### src/rtl/fft8_scheduler.sv
// Address and control sequencer for an in-place 8-point radix-2 DIT FFT:
// bit-reversed sample load, three butterfly stages with a bubble between them, 1-cycle write-back.
module fft8_scheduler (
    input  logic       clk,
    input  logic       rst,
    input  logic       start,
    input  logic       in_valid,
    output logic       in_ready,
    output logic       ld_we,
    output logic [2:0] ld_addr,
    output logic       issue,
    output logic [2:0] rd_addr0,
    output logic [2:0] rd_addr1,
    output logic [1:0] tw_idx,
    output logic [1:0] stage,
    output logic       wr_en,
    output logic [2:0] wr_addr0,
    output logic [2:0] wr_addr1,
    output logic       busy,
    output logic       done,
    output logic [2:0] dbg_state
);

    typedef enum logic [2:0] {
        S_IDLE   = 3'd0,
        S_LOAD   = 3'd1,
        S_RUN    = 3'd2,
        S_BUBBLE = 3'd3,
        S_DRAIN  = 3'd4,
        S_DONE   = 3'd5
    } state_t;

    state_t     state;
    logic [2:0] n;
    logic [1:0] b;
    logic [1:0] s;

    // Handshake: a sample transfers on a cycle where in_valid && in_ready; in_ready depends only
    // on state, never on in_valid, and in_valid is free to drop at any time without timeout.
    assign in_ready  = (state == S_LOAD);
    assign ld_we     = in_valid && in_ready;
    assign ld_addr   = {n[0], n[1], n[2]};
    assign issue     = (state == S_RUN);
    assign stage     = issue ? s : 2'd0;
    assign busy      = (state != S_IDLE);
    assign done      = (state == S_DONE);
    assign dbg_state = state;

    // Stage s, butterfly b: pairs are 2^s apart, groups of 2^(s+1); twiddle step shrinks per stage.
    always_comb begin
        rd_addr0 = 3'd0;
        rd_addr1 = 3'd0;
        tw_idx   = 2'd0;
        if (issue) begin
            case (s)
                2'd0: begin
                    rd_addr0 = {b, 1'b0};
                    rd_addr1 = {b, 1'b1};
                end
                2'd1: begin
                    rd_addr0 = {b[1], 1'b0, b[0]};
                    rd_addr1 = {b[1], 1'b1, b[0]};
                    tw_idx   = {b[0], 1'b0};
                end
                default: begin
                    rd_addr0 = {1'b0, b};
                    rd_addr1 = {1'b1, b};
                    tw_idx   = b;
                end
            endcase
        end
    end

    always_ff @(posedge clk) begin
        if (!rst) begin
            state    <= S_IDLE;
            n        <= 3'd0;
            b        <= 2'd0;
            s        <= 2'd0;
            wr_en    <= 1'b0;
            wr_addr0 <= 3'd0;
            wr_addr1 <= 3'd0;
        end else begin
            wr_en    <= issue;
            wr_addr0 <= rd_addr0;
            wr_addr1 <= rd_addr1;
            case (state)
                S_IDLE: begin
                    if (start) begin
                        state <= S_LOAD;
                        n     <= 3'd0;
                    end
                end
                S_LOAD: begin
                    if (ld_we) begin
                        n <= n + 3'd1;
                        if (n == 3'd7) begin
                            state <= S_RUN;
                            b     <= 2'd0;
                            s     <= 2'd0;
                        end
                    end
                end
                S_RUN: begin
                    b <= b + 2'd1;
                    if (b == 2'd3) begin
                        state <= (s == 2'd2) ? S_DRAIN : S_BUBBLE;
                    end
                end
                // The previous stage's last write lands here, before the next stage reads.
                S_BUBBLE: begin
                    s     <= s + 2'd1;
                    state <= S_RUN;
                end
                S_DRAIN: begin
                    state <= S_DONE;
                end
                S_DONE: begin
                    s     <= 2'd0;
                    state <= S_IDLE;
                end
                default: begin
                    state <= S_IDLE;
                end
            endcase
        end
    end

endmodule

### config.mk
export PLATFORM = sky130hd
export DESIGN_NAME = fft8_scheduler
export DESIGN_NICKNAME = d
export VERILOG_FILES = /design/src/rtl/fft8_scheduler.sv
export SDC_FILE = /design/constraint.sdc
export NUM_CORES = 1
export LEC_CHECK = 0
export BUFFER_PORTS_ARGS = -buffer_cell sky130_fd_sc_hd__buf_2
export CELL_PAD_IN_SITES_DETAIL_PLACEMENT = 1
export CELL_PAD_IN_SITES_GLOBAL_PLACEMENT = 2
export CORE_AREA = 2 2 61 63
export CTS_BUF_LIST = sky130_fd_sc_hd__clkbuf_4
export DETAILED_ROUTE_END_ITERATION = 10
export DIE_AREA = 0 0 63 65
export GPL_ROUTABILITY_DRIVEN = 0
export PLACE_DENSITY_LB_ADDON = 0.1
export REMOVE_ABC_BUFFERS = 1
export SETUP_SLACK_MARGIN = 0.5
export SYNTH_ARGS = -nofsm -noshare
export SYNTH_HDL_FRONTEND = slang
export SYNTH_SLANG_ARGS = --single-unit
### constraint.sdc
create_clock -name clk -period 1.9 [get_ports clk]
set_input_delay 0.285 -clock clk [delete_from_list [all_inputs] [get_ports clk]]
set_output_delay 0.285 -clock clk [all_outputs]
set_load 0.02 [all_outputs]
# Word level (Yosys, flattened, before mapping)

Cells that the tools add are included.

Bits in registers: 17
Output and inout port bits: 28
Logic and storage cells: 54

Add/sub/neg operators: 3
Eq/ne operators: 13
Mux-type cells: 20
Reduce and logical (&&, ||, !) cells: 11

Operators by type and width:

| operator              | number |
|---|---|
| $mux W3               | 9 |
| $pmux W3 S2           | 3 |
| $pmux W3 S5           | 1 |
| $eq A3 B3 Y1 const B  | 3 |
| $reduce_and A3 Y1     | 3 |
| $mux W2               | 4 |
| $pmux W2 S2           | 2 |
| $eq A3 B2 Y1 const B  | 2 |
| $ne A2 B1 Y1 const B  | 3 |
| $pmux W2 S3           | 1 |
| $reduce_bool A3 Y1    | 2 |
| $add A2 B1 Y2 const B | 2 |
| $eq A2 B2 Y1 const B  | 2 |
| $reduce_and A4 Y1     | 1 |
| $reduce_bool A2 Y1    | 2 |
| $add A3 B1 Y3 const B | 1 |
| $eq A3 B1 Y1 const B  | 1 |
| $logic_not A3 Y1      | 1 |
| $eq A2 B1 Y1 const B  | 1 |
| $logic_not A2 Y1      | 1 |
| $ne A2 B2 Y1 const B  | 1 |
| $logic_and A1 B1 Y1   | 1 |

# Depth between registers and ports, before layout

Gate-level depths: netlist of run 1.

Depth after elaboration: 4
Depth in mapped cells: 5
Depth with buffers taken out: 5

# Least setup slack after synthesis of run 1

Ideal clock, no wire load.

Path type: flip-flop to output port
Start point: reg state[2] (netlist: dbg_state[2])
End point: out done
Arrival: 1317 ps
Required time: 1615 ps
Slack: 298 ps
Cell stages (with the launch flop): 3
Buffers on the path: 1
Cells stage by stage: dfxtp_1 > buf_4 > nor3b_1

Longest elaborated chain between the ends: 1

Ends and longest elaborated chain:

| item                   | line | text |
|---|---|---|
| from (decl)            | 33   | `state_t state;` |
| from (signal assigned) | 107  | `state <= (s == 2'd2) ? S_DRAIN : S_BUBBLE;` |
| $eq A3 B3 Y1           | 46   | `assign done = (state == S_DONE);` |
| to (decl)              | 20   | `output logic done,` |

Every way passes these cells.

# Worst setup path in the final report of run 1

Start point: reg s[0]
End point: out tw_idx[1]

Longest elaborated chain between the ends: 3

Ends and longest elaborated chain:

| item                                             | line | text |
|---|---|---|
| from (decl)                                      | 36   | `logic [1:0] s;` |
| from (signal assigned)                           | 112  | `s <= s + 2'd1;` |
| $eq A2 B1 Y1 or $logic_not A2 Y1 (tied branches) | 55   | `case (s)` |
| $pmux W2 S2 (*)                                  | 55   |  |
| $mux W2 (*)                                      | 54   | `if (issue) begin` |
| to (decl)                                        | 14   | `output logic [1:0] tw_idx,` |

Every way passes the cells marked *; elsewhere a longest branch is shown, timed or not.

==> run_results.csv, run 1 <==
group,metric,value,unit
sta,fmax,0.577,GHz
power_and_ir_drop,swShare,26.4,%
logic_synthesis,synthDistinctLibCells,33,
logic_synthesis,synth_ff_type,"dfxtp_1",
logic_synthesis,synth_common_cells,"nor2_1, dfxtp_1, nand2_1",
logic_synthesis,syn_inst,109,
global_route,grt_usage,15.0,%
cells_and_area,final_core_utilization,44.5,%
floorplanning,die_w,63,um
power_and_ir_drop,clkPwrFrac,33.5,%
sta,max_slew.worst_pin.slew,247,ps
routing,final_antenna_net_count,0,
routing,wl_per_cell,13.8,um
power_and_ir_drop,p_comb_share,13.3,%
cts,cts_tree,"built",
critical_path,setup.worst_path.end_class,"output pin",
place,hpwl,1.75,mm
sta,rsz0062_at_grt,"yes",
global_route,grt_use_met2,26.7,%
floorplanning,core,3500,um2
cts,clock-sinks,17,
power_and_ir_drop,power_density,433,nW/um2
global_route,use_met1,17.3,%
critical_path,crit_arrival,1450,ps
logic_synthesis,synthAdderAreaFrac,8.15,%
logic_synthesis,synth_top_area_share,37.0,%
sta,fin_tns_setup,0,ps
global_route,grt_pass1_wl,4.74,mm
logic_synthesis,synth.most_common_cell,"nor2_1",
job,max-cap-violations,0,
routing,drc_errors,0,
sta,period_share,91.2,%
logic_synthesis,avgSynthCellArea,8.45,um2
routing,wirelength,2.95,mm
routing,dr.pass1.iters,2,
power_and_ir_drop,power.share.sequential,53.2,%
logic_synthesis,synth_edf_count,0,
critical_path,critPathKind,"flop to output pin",
global_route,grt_overflow,0,
logic_synthesis,ys_top_cells_by_area,"dfxtp_1, nor2_1, ha_1",
power_and_ir_drop,switching_power,0.000178,W
logic_synthesis,synthArstFlopShare,0,%
logic_synthesis,synthMuxAreaShare,5.57,%
logic_synthesis,synth_seq_cells,17,
logic_synthesis,synthesis.area,921,um2
cts,clockRootBuffer,"clkbuf_4",
cells_and_area,area_growth,68.7,%
global_route,use_met3,2.78,%
sta,skew,1.58,ps
sta,finalSetupViolations,0,
floorplanning,io_pins,32,
floorplanning,die_h,65,um
cells_and_area,finalNonFillerCells,213,
cts,holdBufCountCts,0,
place,dp_cells,187,
global_route,grt_start_max_net_pins,16,
global_route,grt_pass1_vias,1038,
power_and_ir_drop,leakage,0.703,nW
cts,numCtsBuffers,3,
cells_and_area,antenna-diode-count,0,
power_and_ir_drop,peakVddDrop,0.000169,V
logic_synthesis,yosysSeqAreaShare,37.0,%
cts,clockBufferDepth,2,
hold_path,hold_depth,3,
sta,post-route-min-period,1730,ps
cells_and_area,fin_nets,176,
logic_synthesis,synth_top_family_by_area,"simple AND/OR/NAND/NOR gates",
critical_path,crit_fanout,5,
logic_synthesis,synth_simple_gate_area_share,28.9,%
power_and_ir_drop,intPower,0.000495,W
logic_synthesis,yosysWarnings,0,
critical_path,cp-start-kind,"flop",
cts,clkTransAtPathRegs,110,ps
sta,hold_violations,0,
cells_and_area,drive_above_1_share,57.6,%
critical_path,reg2regPathDepth,4,
hold_path,hp-class,"primary input to flop",
floorplanning,die_area,4100,um2
floorplanning,row_count,22,
cts,insertion_delay,300,ps
routing,vias_per_cell,4.51,
global_route,grt_busiest_layer,"met2",
global_route,antenna_found_initial,0,
sta,drv_slew,0,
logic_synthesis,synth_top_area_cell,"dfxtp_1",
logic_synthesis,synth_compound_area_share,13.9,%
routing,vias,960,
run_status,status,"finished, final reports clean",
cts,htreeDepth,1,
logic_synthesis,synthXorXnorAreaFrac,0,%
critical_path,worstPathRequired,1620,ps
place,io_buffers,31,
sta,relSlewSlack,83.1,%
floorplanning,initial_core_util,26.3,%
routing,first_iter_violations,30,
sta,holdWs,359,ps
[critical path: stages (launching register included)]
cell and delay [ps]:
dfxtp_2 350, buf_6 110, ha_4 170, nor2_4 130, a22oi_1 90, nor2_1 140
buf_4 160
[layer usage]
metal	wire (um)	part of all wire [%]
met1	1280	43
met2	1500	51
met3	124	4.2
met4	40	1.4
met5	0	0
[kinds of logic after synthesis]
kind of cell | count (synthesis)
muxes | 5
and+or+nand+nor | 52
DFF | 17
adders and majority gates | 6
buffers and inverters | 11
AOI/OAI and AO/OA | 18
[final timing paths]
kind         from            to  slack, ps
max reg2reg  b[0]          b[1]        550
min reg2reg  n[1]          n[1]        490
min           rst  dbg_state[0]        360
max          s[0]     tw_idx[1]        170
[cells in the final DEF (no fill, tap or decap), drive strengths merged]
| cell | n |
|---|---|
| clkbuf | 5 |
| o31ai | 1 |
| nand3b | 2 |
| a31oi | 1 |
| nor2b | 2 |
| nor3b | 4 |
| mux2 | 1 |
| dfxtp | 17 |
| nor3 | 4 |
| nor2 | 22 |
| and2 | 1 |
| a211oi | 2 |
| buf | 55 |
| a21o | 1 |
| nand3 | 2 |
| o22ai | 2 |
| or3 | 1 |
| ha | 6 |
| or3b | 1 |
| a21oi | 5 |
| nand4b | 1 |
| nand2 | 12 |
| a2bb2oi | 1 |
| and3 | 1 |
| o21ai | 3 |
| a22oi | 2 |
| mux2i | 4 |
| inv | 6 |
[timing repair]
item,in CTS,in global routing
setup endpoints to repair,20,25
gates cloned,1,0
setup buffers,14,7
pin swaps,10,9
resized for setup,57,16
endpoints found under the hold margin,0,0
[flip-flops by register name, summed over array words and instances, names as in the netlist]
signal,flops
b,2
dbg_state,3
n,3
s,2
wr_addr0,3
wr_addr1,3
wr_en,1
[stage by stage]
stage                     setup WS (ps)  power [W]  instance area [um2]
final                               168   0.000673                 1550
after global routing               71.2   0.000707                 1550
after CTS                           174   0.000673                 1440
after detailed placement            297   0.000432                 1130
after global placement              341   0.000432                 1130
after floorplan                     188   0.000408                  883
[layout make-up]
class                   instances  area, um2
fillers                       425       1940
multi-input cells              82        629
repair buffers                 56        444
flip-flops and latches         17        363
well taps                      48       60.1
clock buffers                   4       30.0
inverters                       6       27.5
[power groups by stage]
stage,Sequential (W),Combinational (W),Clock (W)
after floorplan,0.000377,0.0000302,0
after global placement,0.000373,0.0000582,0
after detailed placement,0.000374,0.0000587,0
after CTS,0.000361,0.0000734,0.000238
after global routing,0.000359,0.0000963,0.000252
final,0.000358,0.0000896,0.000225
Power figures use the tool's default switching activity.
==> run 2: changes to the inputs <==
BUFFER_PORTS_ARGS = -buffer_cell sky130_fd_sc_hd__clkbuf_2   (was -buffer_cell sky130_fd_sc_hd__buf_2)
==> run 2 against run 1 <==
Global-route usage increased by 0.63 points. Combinational power up 28%. Critical path depth did not move. Die area stayed put. Core utilization grew 3.2 points. First-iteration DRC count shrank 27%. Final cell count grew 2.3%. Sequential cell count stayed put. Clock power decreased by 3%. Sequential share of layout area shrank 1.9 points.
==> run_results.csv, run 2 (same netlist as run 1, synthesis figures left out) <==
group,metric,value,unit
place,dp_cells,187,
cts,clock-sinks,17,
floorplanning,die_h,65,um
cts,clockBufferDepth,2,
cells_and_area,layout_common_cells,"buf_4, nor2_1, clkbuf_2",
cells_and_area,finalNonFillerCells,218,
job,max-cap-violations,0,
sta,fin_tns_setup,0,ps
sta,hold_violations,0,
routing,wirelength,3.03,mm
critical_path,crit_arrival,1420,ps
cells_and_area,design_area,1670,um2
cts,insertion_delay,290,ps
routing,vias_per_cell,4.58,
critical_path,worstPathRequired,1620,ps
sta,relSlewSlack,75.9,%
cts,cts_tree,"built",
routing,met1_length,1.36,mm
critical_path,slowest_delay,350,ps
routing,routed-wl-met3,104,um
power_and_ir_drop,switching_power,0.000180,W
power_and_ir_drop,power_density,417,nW/um2
cts,htreeDepth,1,
sta,max_slew.worst_pin.slew,361,ps
global_route,grt_usage,15.6,%
routing,drc_errors,0,
cells_and_area,antenna-diode-count,0,
routing,final_antenna_net_count,0,
critical_path,critical-path-slowest-cell,"dfxtp_2",
power_and_ir_drop,peakVddDrop,0.000204,V
sta,finalSetupViolations,0,
cells_and_area,area_growth,80.8,%
critical_path,path_buf_inv,2,
floorplanning,initial_core_util,26.3,%
power_and_ir_drop,leakage,0.736,nW
critical_path,cp-start-kind,"flop",
routing,first_iter_violations,22,
place,io_buffers,31,
routing,vias,999,
critical_path,crit_fanout,5,
floorplanning,core,3500,um2
routing,wl_per_cell,13.9,um
power_and_ir_drop,p_comb_share,16.5,%
sta,period_share,89.6,%
floorplanning,die_w,63,um
routing,top_layer_used,"met4",
critical_path,critPathKind,"flop to output pin",
sta,drv_slew,0,
power_and_ir_drop,intPower,0.000515,W
routing,dr.pass1.iters,3,
place,place_area,1140,um2
critical_path,setup.worst_path.end_class,"output pin",
global_route,grt_pass1_wl,4.97,mm
sta,skew,6.00,ps
sta,rsz0062_at_grt,"yes",
cts,numCtsBuffers,3,
run_status,status,"finished, final reports clean",
floorplanning,row_count,22,
sta,fmax,0.587,GHz
global_route,grt_start_max_net_pins,16,
floorplanning,io_pins,32,
global_route,grt_pass1_vias,1020,
power_and_ir_drop,power.share.sequential,52.1,%
place,hpwl,1.81,mm
routing,wl_met2,1.55,mm
cells_and_area,drive_above_1_share,58.2,%
critical_path,critPathTopFamily,"flip-flops",
global_route,grt_overflow,0,
global_route,antenna_found_initial,0,
cts,clkTransAtPathRegs,110,ps
power_and_ir_drop,clkPwrFrac,31.4,%
cells_and_area,layout_commonest_cell,"buf_4",
cells_and_area,fin_nets,181,
floorplanning,die_area,4100,um2
power_and_ir_drop,swShare,25.9,%
hold_path,hp-class,"primary input to flop",
critical_path,cp_cell_sequence,"buf_6 > ha_4 > a21o_1 > a21oi_2 > nor2_1 > buf_4",
cts,clockRootBuffer,"clkbuf_4",
sta,post-route-min-period,1700,ps
-- run 2: changes by cell type in the layout (fill, tap and decap cells not counted), moves of 2 or more --
cell	change
buf_2	-16
clkbuf_2	+15
buf_8	+4
dfxtp_4	-2
-- run 2: final timing paths --
path / from / depth (start not counted) / slack, ps / to
worst max-delay path: s[0] / 6 / 200 / rd_addr1[1]
worst min-delay path: start / 4 / 410 / dbg_state[0]
worst max register to register: dbg_state[1] / 6 / 470 / dbg_state[2]
worst min register to register: n[0] / 2 / 480 / n[0]
-- run 2: worst register-to-register path: stages (launching register included) --
cell and delay (ps):
dfxtp_4 380, buf_12 130, buf_8 120, buf_6 120
mux2_4 310, o31ai_4 190, nor3_1 70
-- run 2: routing by layer --
| layer | GRT usage (%) | up-vias |
|---|---|---|
| met1 | 18.4 | 484 |
| met3 | 2.78 | 2 |
| met5 | 0 | - |
| met4 | 5.83 | 0 |
| met2 | 28.2 | 20 |
| li1 | - | 493 |
-- run 2: metrics by stage --
stage	util, %	hold WS (ps)	setup WS [ps]	total power (W)
finish	47.6	413	198	0.000695
global placement	32.6	465	349	0.000431
floorplan	-	421	188	0.000408
global route	47.6	428	106	0.000732
detailed placement	32.6	484	277	0.000433
CTS	43.7	388	166	0.000692
-- run 2: cell type report --
cell class	count	area, um2
clock buffer	4	30.0
fill	430	1830
multi-input combinational	82	663
timing repair buffer	61	524
inverter	6	31.3
sequential	17	357
tap	48	60.1
-- run 2: power by group through the flow --
stage	Combinational (W)	Sequential, W	Clock [W]
after floorplan	0.0000302	0.000377	0
after global placement	0.0000575	0.000374	0
after detailed placement	0.0000585	0.000374	0
after CTS	0.0000976	0.000363	0.000231
after global routing	0.000122	0.000363	0.000248
final	0.000115	0.000362	0.000219
-- run 2: timing repair --
action	CTS	global route
buffers inserted	22	4
pin swaps	13	9
resized for setup	51	39
hold endpoints to repair	0	0
gates cloned	1	0
hold buffers	0	0
setup endpoints to repair	20	25
